`src/rtl/usbdev_in_ep_sched_if.sv`:
```
// Packet-buffer SRAM read port between the IN endpoint scheduler and the SRAM.
//   req    : one-cycle read request (master -> slave)
//   addr   : word address of the read (master -> slave)
//   rvalid : read data valid (slave -> master)
//   rdata  : 32-bit read word (slave -> master)
interface usbdev_in_ep_sched_if #(
    parameter int SramAw = 9
);
    logic              req;
    logic [SramAw-1:0] addr;
    logic              rvalid;
    logic [31:0]       rdata;

    modport master (output req, output addr, input rvalid, input rdata);
    modport slave  (input req, input addr, output rvalid, output rdata);
endinterface

```
`src/rtl/usbdev_in_ep_sched.sv`:
```
// IN endpoint scheduler and packet-buffer fetch controller.
// Holds per-endpoint buffer/size/ready configuration, snapshots it when an
// IN transaction starts, prefetches 32-bit SRAM words and serves bytes to the
// protocol engine by get address, then commits (clear ready, pulse sent) or
// rolls back the transaction.
// Ports:
//   clk_48mhz_i, rst_ni     : clock, async active-low reset
//   link_reset_i            : bus reset, clears ready bits and aborts
//   cfg_*                   : software config write, cfg_err_o on rejection
//   in_rdy_o                : per-endpoint ready bits
//   in_xact_*, in_ep_*      : protocol engine interface
//   sram                    : SRAM read port (master side)
//   sent_o                  : per-endpoint committed-packet pulse
module usbdev_in_ep_sched #(
    parameter  int NumInEps       = 12,
    parameter  int NumBufs        = 32,
    parameter  int MaxPktSizeByte = 64,
    parameter  int SramAw         = 9,
    localparam int BufW           = $clog2(NumBufs),
    localparam int PktW           = $clog2(MaxPktSizeByte)
) (
    input  logic                    clk_48mhz_i,
    input  logic                    rst_ni,
    input  logic                    link_reset_i,
    input  logic                    cfg_we_i,
    input  logic [3:0]              cfg_ep_i,
    input  logic [BufW-1:0]         cfg_buf_i,
    input  logic [PktW:0]           cfg_size_i,
    input  logic                    cfg_rdy_i,
    output logic                    cfg_err_o,
    output logic [NumInEps-1:0]     in_rdy_o,
    input  logic                    in_xact_starting_i,
    input  logic [3:0]              in_xact_start_ep_i,
    input  logic [3:0]              in_ep_current_i,
    input  logic [PktW-1:0]         in_ep_get_addr_i,
    input  logic                    in_ep_data_get_i,
    input  logic                    in_ep_xact_end_i,
    input  logic                    in_ep_rollback_i,
    output logic [NumInEps-1:0]     in_ep_has_data_o,
    output logic [NumInEps-1:0]     in_ep_data_done_o,
    output logic [7:0]              in_ep_data_o,
    usbdev_in_ep_sched_if.master    sram,
    output logic [NumInEps-1:0]     sent_o
);
    localparam int         WoffW    = PktW - 2;
    localparam logic [4:0] EP_LIMIT = 5'(NumInEps);

    typedef enum logic [1:0] {StIdle, StFetch, StWait, StActive} state_e;

    state_e                state_r;
    logic [BufW-1:0]       buf_r  [NumInEps];
    logic [PktW:0]         size_r [NumInEps];
    logic [NumInEps-1:0]   rdy_r;
    logic [NumInEps-1:0]   sent_r;
    logic [BufW-1:0]       cur_buf_r;
    logic [PktW:0]         cur_size_r;
    logic [3:0]            locked_ep_r;
    logic [31:0]           word_r;
    logic                  req_r;
    logic [SramAw-1:0]     addr_r;
    logic                  cfg_err_r;

    logic                  busy_s;
    logic                  cfg_reject_s;
    logic                  cfg_accept_s;
    logic [BufW-1:0]       start_buf_s;
    logic [PktW:0]         start_size_s;
    logic [NumInEps-1:0]   done_s;
    logic [7:0]            byte_s;

    // Word address of a packet-buffer word: {buffer, word offset}, zero-extended.
    function automatic logic [SramAw-1:0] word_addr(input logic [BufW-1:0] b,
                                                    input logic [WoffW-1:0] w);
        return SramAw'({b, w});
    endfunction

    assign busy_s = (state_r != StIdle);

    // A busy endpoint's config is frozen; this also makes a commit win over a
    // same-cycle write to that endpoint.
    assign cfg_reject_s = cfg_we_i && ({1'b0, cfg_ep_i} < EP_LIMIT) && busy_s &&
                          (cfg_ep_i == locked_ep_r);
    assign cfg_accept_s = cfg_we_i && ({1'b0, cfg_ep_i} < EP_LIMIT) && !cfg_reject_s;

    // Select the configuration of the endpoint that is starting.
    always_comb begin
        start_buf_s  = '0;
        start_size_s = '0;
        if ({1'b0, in_xact_start_ep_i} < EP_LIMIT) begin
            start_buf_s  = buf_r[in_xact_start_ep_i];
            start_size_s = size_r[in_xact_start_ep_i];
        end else begin
            start_buf_s  = '0;
            start_size_s = '0;
        end
    end

    // Byte lane select from the prefetched word (little-endian).
    always_comb begin
        byte_s = 8'h00;
        case (in_ep_get_addr_i[1:0])
            2'd0:    byte_s = word_r[7:0];
            2'd1:    byte_s = word_r[15:8];
            2'd2:    byte_s = word_r[23:16];
            2'd3:    byte_s = word_r[31:24];
            default: byte_s = 8'h00;
        endcase
    end

    // End-of-packet flag for the current endpoint; quiet while idle.
    always_comb begin
        done_s = '0;
        if (busy_s && ({1'b0, in_ep_current_i} < EP_LIMIT)) begin
            done_s[in_ep_current_i] = ({1'b0, in_ep_get_addr_i} >= cur_size_r);
        end else begin
            done_s = '0;
        end
    end

    // Per-endpoint buffer/size storage and the write-rejected pulse.
    always_ff @(posedge clk_48mhz_i or negedge rst_ni) begin
        if (!rst_ni) begin
            for (int i = 0; i < NumInEps; i++) begin
                buf_r[i]  <= '0;
                size_r[i] <= '0;
            end
            cfg_err_r <= 1'b0;
        end else begin
            cfg_err_r <= cfg_reject_s;
            if (cfg_accept_s) begin
                buf_r[cfg_ep_i]  <= cfg_buf_i;
                size_r[cfg_ep_i] <= cfg_size_i;
            end
        end
    end

    // Transaction FSM with ready bits, snapshot, SRAM request and sent pulse.
    always_ff @(posedge clk_48mhz_i or negedge rst_ni) begin
        if (!rst_ni) begin
            state_r     <= StIdle;
            rdy_r       <= '0;
            sent_r      <= '0;
            cur_buf_r   <= '0;
            cur_size_r  <= '0;
            locked_ep_r <= 4'd0;
            word_r      <= 32'h0000_0000;
            req_r       <= 1'b0;
            addr_r      <= '0;
        end else begin
            sent_r <= '0;
            req_r  <= 1'b0;
            if (cfg_accept_s) begin
                rdy_r[cfg_ep_i] <= cfg_rdy_i;
            end
            if (link_reset_i) begin
                rdy_r   <= '0;
                state_r <= StIdle;
            end else if (in_xact_starting_i) begin
                // Start (or abort-and-restart): the first word request is
                // presented while the FSM sits in Fetch.
                cur_buf_r   <= start_buf_s;
                cur_size_r  <= start_size_s;
                locked_ep_r <= in_xact_start_ep_i;
                req_r       <= (start_size_s != '0);
                addr_r      <= word_addr(start_buf_s, '0);
                state_r     <= StFetch;
            end else if (busy_s && in_ep_xact_end_i) begin
                rdy_r[locked_ep_r]  <= 1'b0;
                sent_r[locked_ep_r] <= 1'b1;
                state_r             <= StIdle;
            end else if (busy_s && in_ep_rollback_i) begin
                state_r <= StIdle;
            end else begin
                case (state_r)
                    StFetch: begin
                        state_r <= StWait;
                    end
                    StWait: begin
                        if (cur_size_r == '0) begin
                            state_r <= StActive;
                        end else if (sram.rvalid) begin
                            word_r  <= sram.rdata;
                            state_r <= StActive;
                        end
                    end
                    StActive: begin
                        // get_addr has already advanced onto a new word.
                        if (in_ep_data_get_i && (in_ep_get_addr_i[1:0] == 2'd0) &&
                            ({1'b0, in_ep_get_addr_i} < cur_size_r)) begin
                            req_r   <= 1'b1;
                            addr_r  <= word_addr(cur_buf_r, in_ep_get_addr_i[PktW-1:2]);
                            state_r <= StWait;
                        end
                    end
                    default: begin
                        state_r <= StIdle;
                    end
                endcase
            end
        end
    end

    assign cfg_err_o         = cfg_err_r;
    assign in_rdy_o          = rdy_r;
    assign in_ep_has_data_o  = rdy_r;
    assign in_ep_data_done_o = done_s;
    assign in_ep_data_o      = byte_s;
    assign sent_o            = sent_r;
    assign sram.req          = req_r;
    assign sram.addr         = addr_r;
endmodule

```
`src/flat_wrapper.sv`:
```
// flat-port wrapper written by rule: the top's interface ports become plain ports
module usbdev_in_ep_sched_flat 
#(
    parameter  int NumInEps       = 12,
    parameter  int NumBufs        = 32,
    parameter  int MaxPktSizeByte = 64,
    parameter  int SramAw         = 9,
    localparam int BufW           = $clog2(NumBufs),
    localparam int PktW           = $clog2(MaxPktSizeByte)
)
  (clk_48mhz_i, rst_ni, link_reset_i, cfg_we_i, cfg_ep_i, cfg_buf_i, cfg_size_i, cfg_rdy_i, cfg_err_o, in_rdy_o, in_xact_starting_i, in_xact_start_ep_i, in_ep_current_i, in_ep_get_addr_i, in_ep_data_get_i, in_ep_xact_end_i, in_ep_rollback_i, in_ep_has_data_o, in_ep_data_done_o, in_ep_data_o, sent_o, sram_req, sram_addr, sram_rvalid, sram_rdata);
  usbdev_in_ep_sched_if #(.SramAw(SramAw)) sram_i ();
  input  logic clk_48mhz_i;
  input  logic rst_ni;
  input  logic link_reset_i;
  input  logic cfg_we_i;
  input  logic [3:0] cfg_ep_i;
  input  logic [BufW-1:0] cfg_buf_i;
  input  logic [PktW:0] cfg_size_i;
  input  logic cfg_rdy_i;
  output logic cfg_err_o;
  output logic [NumInEps-1:0] in_rdy_o;
  input  logic in_xact_starting_i;
  input  logic [3:0] in_xact_start_ep_i;
  input  logic [3:0] in_ep_current_i;
  input  logic [PktW-1:0] in_ep_get_addr_i;
  input  logic in_ep_data_get_i;
  input  logic in_ep_xact_end_i;
  input  logic in_ep_rollback_i;
  output logic [NumInEps-1:0] in_ep_has_data_o;
  output logic [NumInEps-1:0] in_ep_data_done_o;
  output logic [7:0] in_ep_data_o;
  output logic [NumInEps-1:0] sent_o;
  output wire logic [$bits(sram_i.req)-1:0] sram_req;
  output wire logic [$bits(sram_i.addr)-1:0] sram_addr;
  input wire logic [$bits(sram_i.rvalid)-1:0] sram_rvalid;
  input wire logic [$bits(sram_i.rdata)-1:0] sram_rdata;
  assign sram_req = sram_i.req;
  assign sram_addr = sram_i.addr;
  assign sram_i.rvalid = sram_rvalid;
  assign sram_i.rdata = sram_rdata;
  usbdev_in_ep_sched #(.NumInEps(NumInEps), .NumBufs(NumBufs), .MaxPktSizeByte(MaxPktSizeByte), .SramAw(SramAw)) u_core (.clk_48mhz_i(clk_48mhz_i), .rst_ni(rst_ni), .link_reset_i(link_reset_i), .cfg_we_i(cfg_we_i), .cfg_ep_i(cfg_ep_i), .cfg_buf_i(cfg_buf_i), .cfg_size_i(cfg_size_i), .cfg_rdy_i(cfg_rdy_i), .cfg_err_o(cfg_err_o), .in_rdy_o(in_rdy_o), .in_xact_starting_i(in_xact_starting_i), .in_xact_start_ep_i(in_xact_start_ep_i), .in_ep_current_i(in_ep_current_i), .in_ep_get_addr_i(in_ep_get_addr_i), .in_ep_data_get_i(in_ep_data_get_i), .in_ep_xact_end_i(in_ep_xact_end_i), .in_ep_rollback_i(in_ep_rollback_i), .in_ep_has_data_o(in_ep_has_data_o), .in_ep_data_done_o(in_ep_data_done_o), .in_ep_data_o(in_ep_data_o), .sram(sram_i), .sent_o(sent_o));
endmodule
```
`config.mk`:
```
export PLATFORM = sky130hd
export DESIGN_NAME = usbdev_in_ep_sched_flat
export DESIGN_NICKNAME = d
export VERILOG_FILES = /design/src/rtl/usbdev_in_ep_sched_if.sv /design/src/rtl/usbdev_in_ep_sched.sv /design/src/flat_wrapper.sv
export SDC_FILE = /design/constraint.sdc
export NUM_CORES = 1
export LEC_CHECK = 0
export CAP_MARGIN = 10
export CORE_ASPECT_RATIO = 1.25
export CORE_MARGIN = 2
export CORE_UTILIZATION = 55
export CTS_CLUSTER_SIZE = 24
export DETAILED_ROUTE_END_ITERATION = 8
export DONT_BUFFER_PORTS = 1
export PLACE_DENSITY = 0.7
export SYNTH_ARGS = -nofsm -noshare
export SYNTH_HDL_FRONTEND = slang
export SYNTH_SLANG_ARGS = --single-unit
```
`constraint.sdc`:
```
create_clock -name clk_48mhz_i -period 3.22 [get_ports clk_48mhz_i]
set_input_delay 0.483 -clock clk_48mhz_i [delete_from_list [all_inputs] [get_ports clk_48mhz_i]]
set_output_delay 0.483 -clock clk_48mhz_i [all_outputs]
set_load 0.05 [all_outputs]
```
==> flow_metrics.env <==
export IMPL_outcome="finished, violations left"
export IMPL_violations="hold timing"
export IMPL_start_util_pct=55.7
export IMPL_slew_headroom_pct=36.6
export IMPL_async_flop_share_pct=100
export IMPL_firstDrtPassIters=4
export IMPL_fin_nets=851
export IMPL_coreArea_um2=20000
export IMPL_grt_pass1_vias=7179
export IMPL_root_buffer="clkbuf_16"
export IMPL_synth_most_common_cell="dfrtp_1"
export IMPL_final_setup_tns_ps=0
export IMPL_synth_warnings=0
export IMPL_rows=58
export IMPL_dieWidth_um=131
export IMPL_critPathKind="register to primary output"
export IMPL_routed_wl_um=25200
export IMPL_p_comb_share_pct=15.8
export IMPL_cts_resized=0
export IMPL_min_path_type="primary input to asynchronous set/reset pin"
export IMPL_final_layout_size_suffix_gt1_share_pct=39.8
export IMPL_clkPwrFrac_pct=33.6
export IMPL_cp_required_ps=2740
export IMPL_report_final_slew_viol_count=0
export IMPL_tritoncts="built"
export IMPL_die_h_um=163
export IMPL_cts_htree_levels=1
export IMPL_post_cts_buffers=0
export IMPL_p_int_w=0.00551
export IMPL_drtIter0Drc=374
export IMPL_finish_utilization_pct=60.7
export IMPL_grt_max_degree=230
export IMPL_clk_insertion_delay_late_ps=500
export IMPL_routed_via_density=6.24
export IMPL_synth_edf_count=0
export IMPL_switching_share_pct=25.1
export IMPL_timing_hold_ws_ps=-331
export IMPL_synth_net_count=866
export IMPL_synth_main_ff_cell="dfrtp_1"
export IMPL_crit_fanout=12
export IMPL_cts_sinks=229
export IMPL_grt_overflow=0
export IMPL_drc_errors=0
export IMPL_p_sw_w=0.00184
export IMPL_syn_inst=788
export IMPL_cp_end_kind="primary output"
export IMPL_gr_usage_all_layers_pct=23.9
export IMPL_cp_data_arrival_time_ps=2580
export IMPL_period_needed_ps=3070
export IMPL_globalplace_congestion=0.889
export IMPL_antenna_found_initial=0
export IMPL_synth_avg_cell_area_um2=14.2
export IMPL_fin_crit_sh_pct=95.3
export IMPL_yosysTopAreaCellShare_pct=51.3
export IMPL_drv_cap=0
export IMPL_pre_cts_slack_ps=558
export IMPL_fin_worst_skew_ps=10.8
export IMPL_power_per_cell_area_nw_per_um2=605
export IMPL_post_dp_hpwl_um=17000
export IMPL_antenna_left=0
export IMPL_clk_pin_slew_ps=60
export IMPL_cts_buffer_depth=3
export IMPL_synth_seq_area_share_pct=51.3
export IMPL_synth_common_cells="dfrtp_1, mux2_2, mux2_4, nand2_1, mux4_2"
export IMPL_grt_pass1_wl_um=40300
export IMPL_ys_types=56
export IMPL_numPortBuffers=0
export IMPL_fmax_mhz=326
export IMPL_setup_viol=0
export IMPL_diodes=0
export IMPL_power_leakage_nw=5.26
export IMPL_tightest_slew_ps=951
export IMPL_area_delta_synth_final_pct=9.00
export IMPL_vias=6592
export IMPL_die_area_um2=21500
export IMPL_worstSetupStartpointType="register"
export IMPL_power_w=0.00736
export IMPL_io_pins=139
export IMPL_hold_viol_final=229
export IMPL_wl_per_cell_um=23.9
export IMPL_netlist_area_um2=11200
export IMPL_p_seq_share_pct=50.6
export IMPL_synth_area_top_cells="dfrtp_1, mux2_2, mux4_2"
export IMPL_synth_seq_cells=229
export IMPL_synth_largest_area_cell="dfrtp_1"
export IMPL_fin_ws_ps=153
export IMPL_cts_buffers=23
export IMPL_rsz0062_at_grt="false"
export IMPL_peakVddDrop_v=0.000343
==> kinds of logic (layout without fill, tap and decap cells) <==
logic type / count (synthesis) / count (layout) / share of synthesized area (%)
AO/OA/AOI/OAI: 88 / 88 / 7.10
XOR/XNOR: 3 / 3 / 0.437
adder cells (fa/ha/maj): 6 / 6 / 0.673
buffers and inverters: 84 / 82 / 4.38
flip-flops: 229 / 229 / 51.3
multiplexers: 249 / 249 / 29.9
AND/OR/NAND/NOR: 129 / 129 / 6.15
==> layout make-up <==
type                       instances  area (µm²)
clock buffer                      34         667
clock inverter                     4        23.8
fill                            1523        7860
inverter                          14        52.6
multi-input combinational        475        5120
sequential                       229        5730
tap                              270         338
timing repair buffer              30         238
==> sequential cells by signal, indices dropped and copies added (netlist names) <==
signal / flops
u_core.size_r: 84
u_core.locked_ep_r: 4
u_core.in_ep_has_data_o: 12
u_core.sram.addr: 9
u_core.cfg_err_o: 1
u_core.cur_buf_r: 5
u_core.sent_o: 12
u_core.buf_r: 60
u_core.word_r: 32
u_core.sram.req: 1
u_core.state_r: 2
u_core.cur_size_r: 7
==> metal layers <==
| metal | global-route usage, % | up-vias | routed length [µm] |
|---|---|---|---|
| met5 | 0 | - | 0 |
| met4 | 7.26 | 0 | 495 |
| met3 | 4.59 | 35 | 1380 |
| met2 | 43.8 | 206 | 13500 |
| met1 | 28.5 | 3494 | 9840 |
| li1 | - | 2857 | - |
==> through the flow <==
step | instance area [µm²] | std cells
2_1_floorplan | 11300 | 788
3_3_place_gp | 11500 | 1018
3_5_place_dp | 11500 | 1018
4_1_cts | 12200 | 1056
5_1_grt | 12200 | 1056
6_report | 12200 | 1056
==> placed cells by master, fill, tap and decap left out, types with 5 or more instances in the layout <==
cell type    n
mux2i_1     34
clkbuf_1     6
buf_4       29
a211oi_1    11
a31oi_1      6
a21oi_1      6
nor2b_1      6
a22oi_1      7
nand2b_1    10
clkbuf_16   23
o22ai_1      6
a221oi_1     5
nand2_1     46
mux2_4      49
dfrtp_1    229
ha_1         6
nor4b_4      6
nor2_1      21
clkbuf_8     5
nand4_1     11
o31ai_1      6
a2111oi_4    7
mux2_2     130
mux4_2      35
inv_1       13
o21ai_0     20
==> worst paths after layout <==
path | from | endpoint | slack (ps) | cells after the start
min in group clk_48mhz_i | link_reset_i | u_core.in_ep_has_data_o[8] | 40 | 1
worst min register to register | u_core.cur_buf_r[0] | u_core.cur_buf_r[0] | 480 | 2
worst max-delay path | u_core.cur_size_r[0] | in_ep_data_done_o[0] | 150 | 6
max in group asynchronous | rst_ni | u_core.buf_r[23] | 3130 | 0
worst min-delay path | rst_ni | u_core.in_ep_has_data_o[5] | -330 | 0
worst max register to register | u_core.locked_ep_r[2] | u_core.size_r[14] | 680 | 4
==> power by group through the flow <==
stage                     logic [W]  clock network, W  registers [W]
after global placement      0.00111                 0        0.00370
final                       0.00116           0.00247        0.00372
after CTS                   0.00117           0.00252        0.00371
after detailed placement    0.00116                 0        0.00376
after floorplan             0.00108                 0        0.00363
after global routing        0.00126           0.00264        0.00377
==> critical path: stages (launching register included) <==
cell      delay, ps
dfrtp_1         400
ha_1            280
nand2b_1        120
a21o_1          120
a21oi_1          70
o21ba_2         390
nor4_4          700
Note: power is estimated with default switching activity, not from simulation.
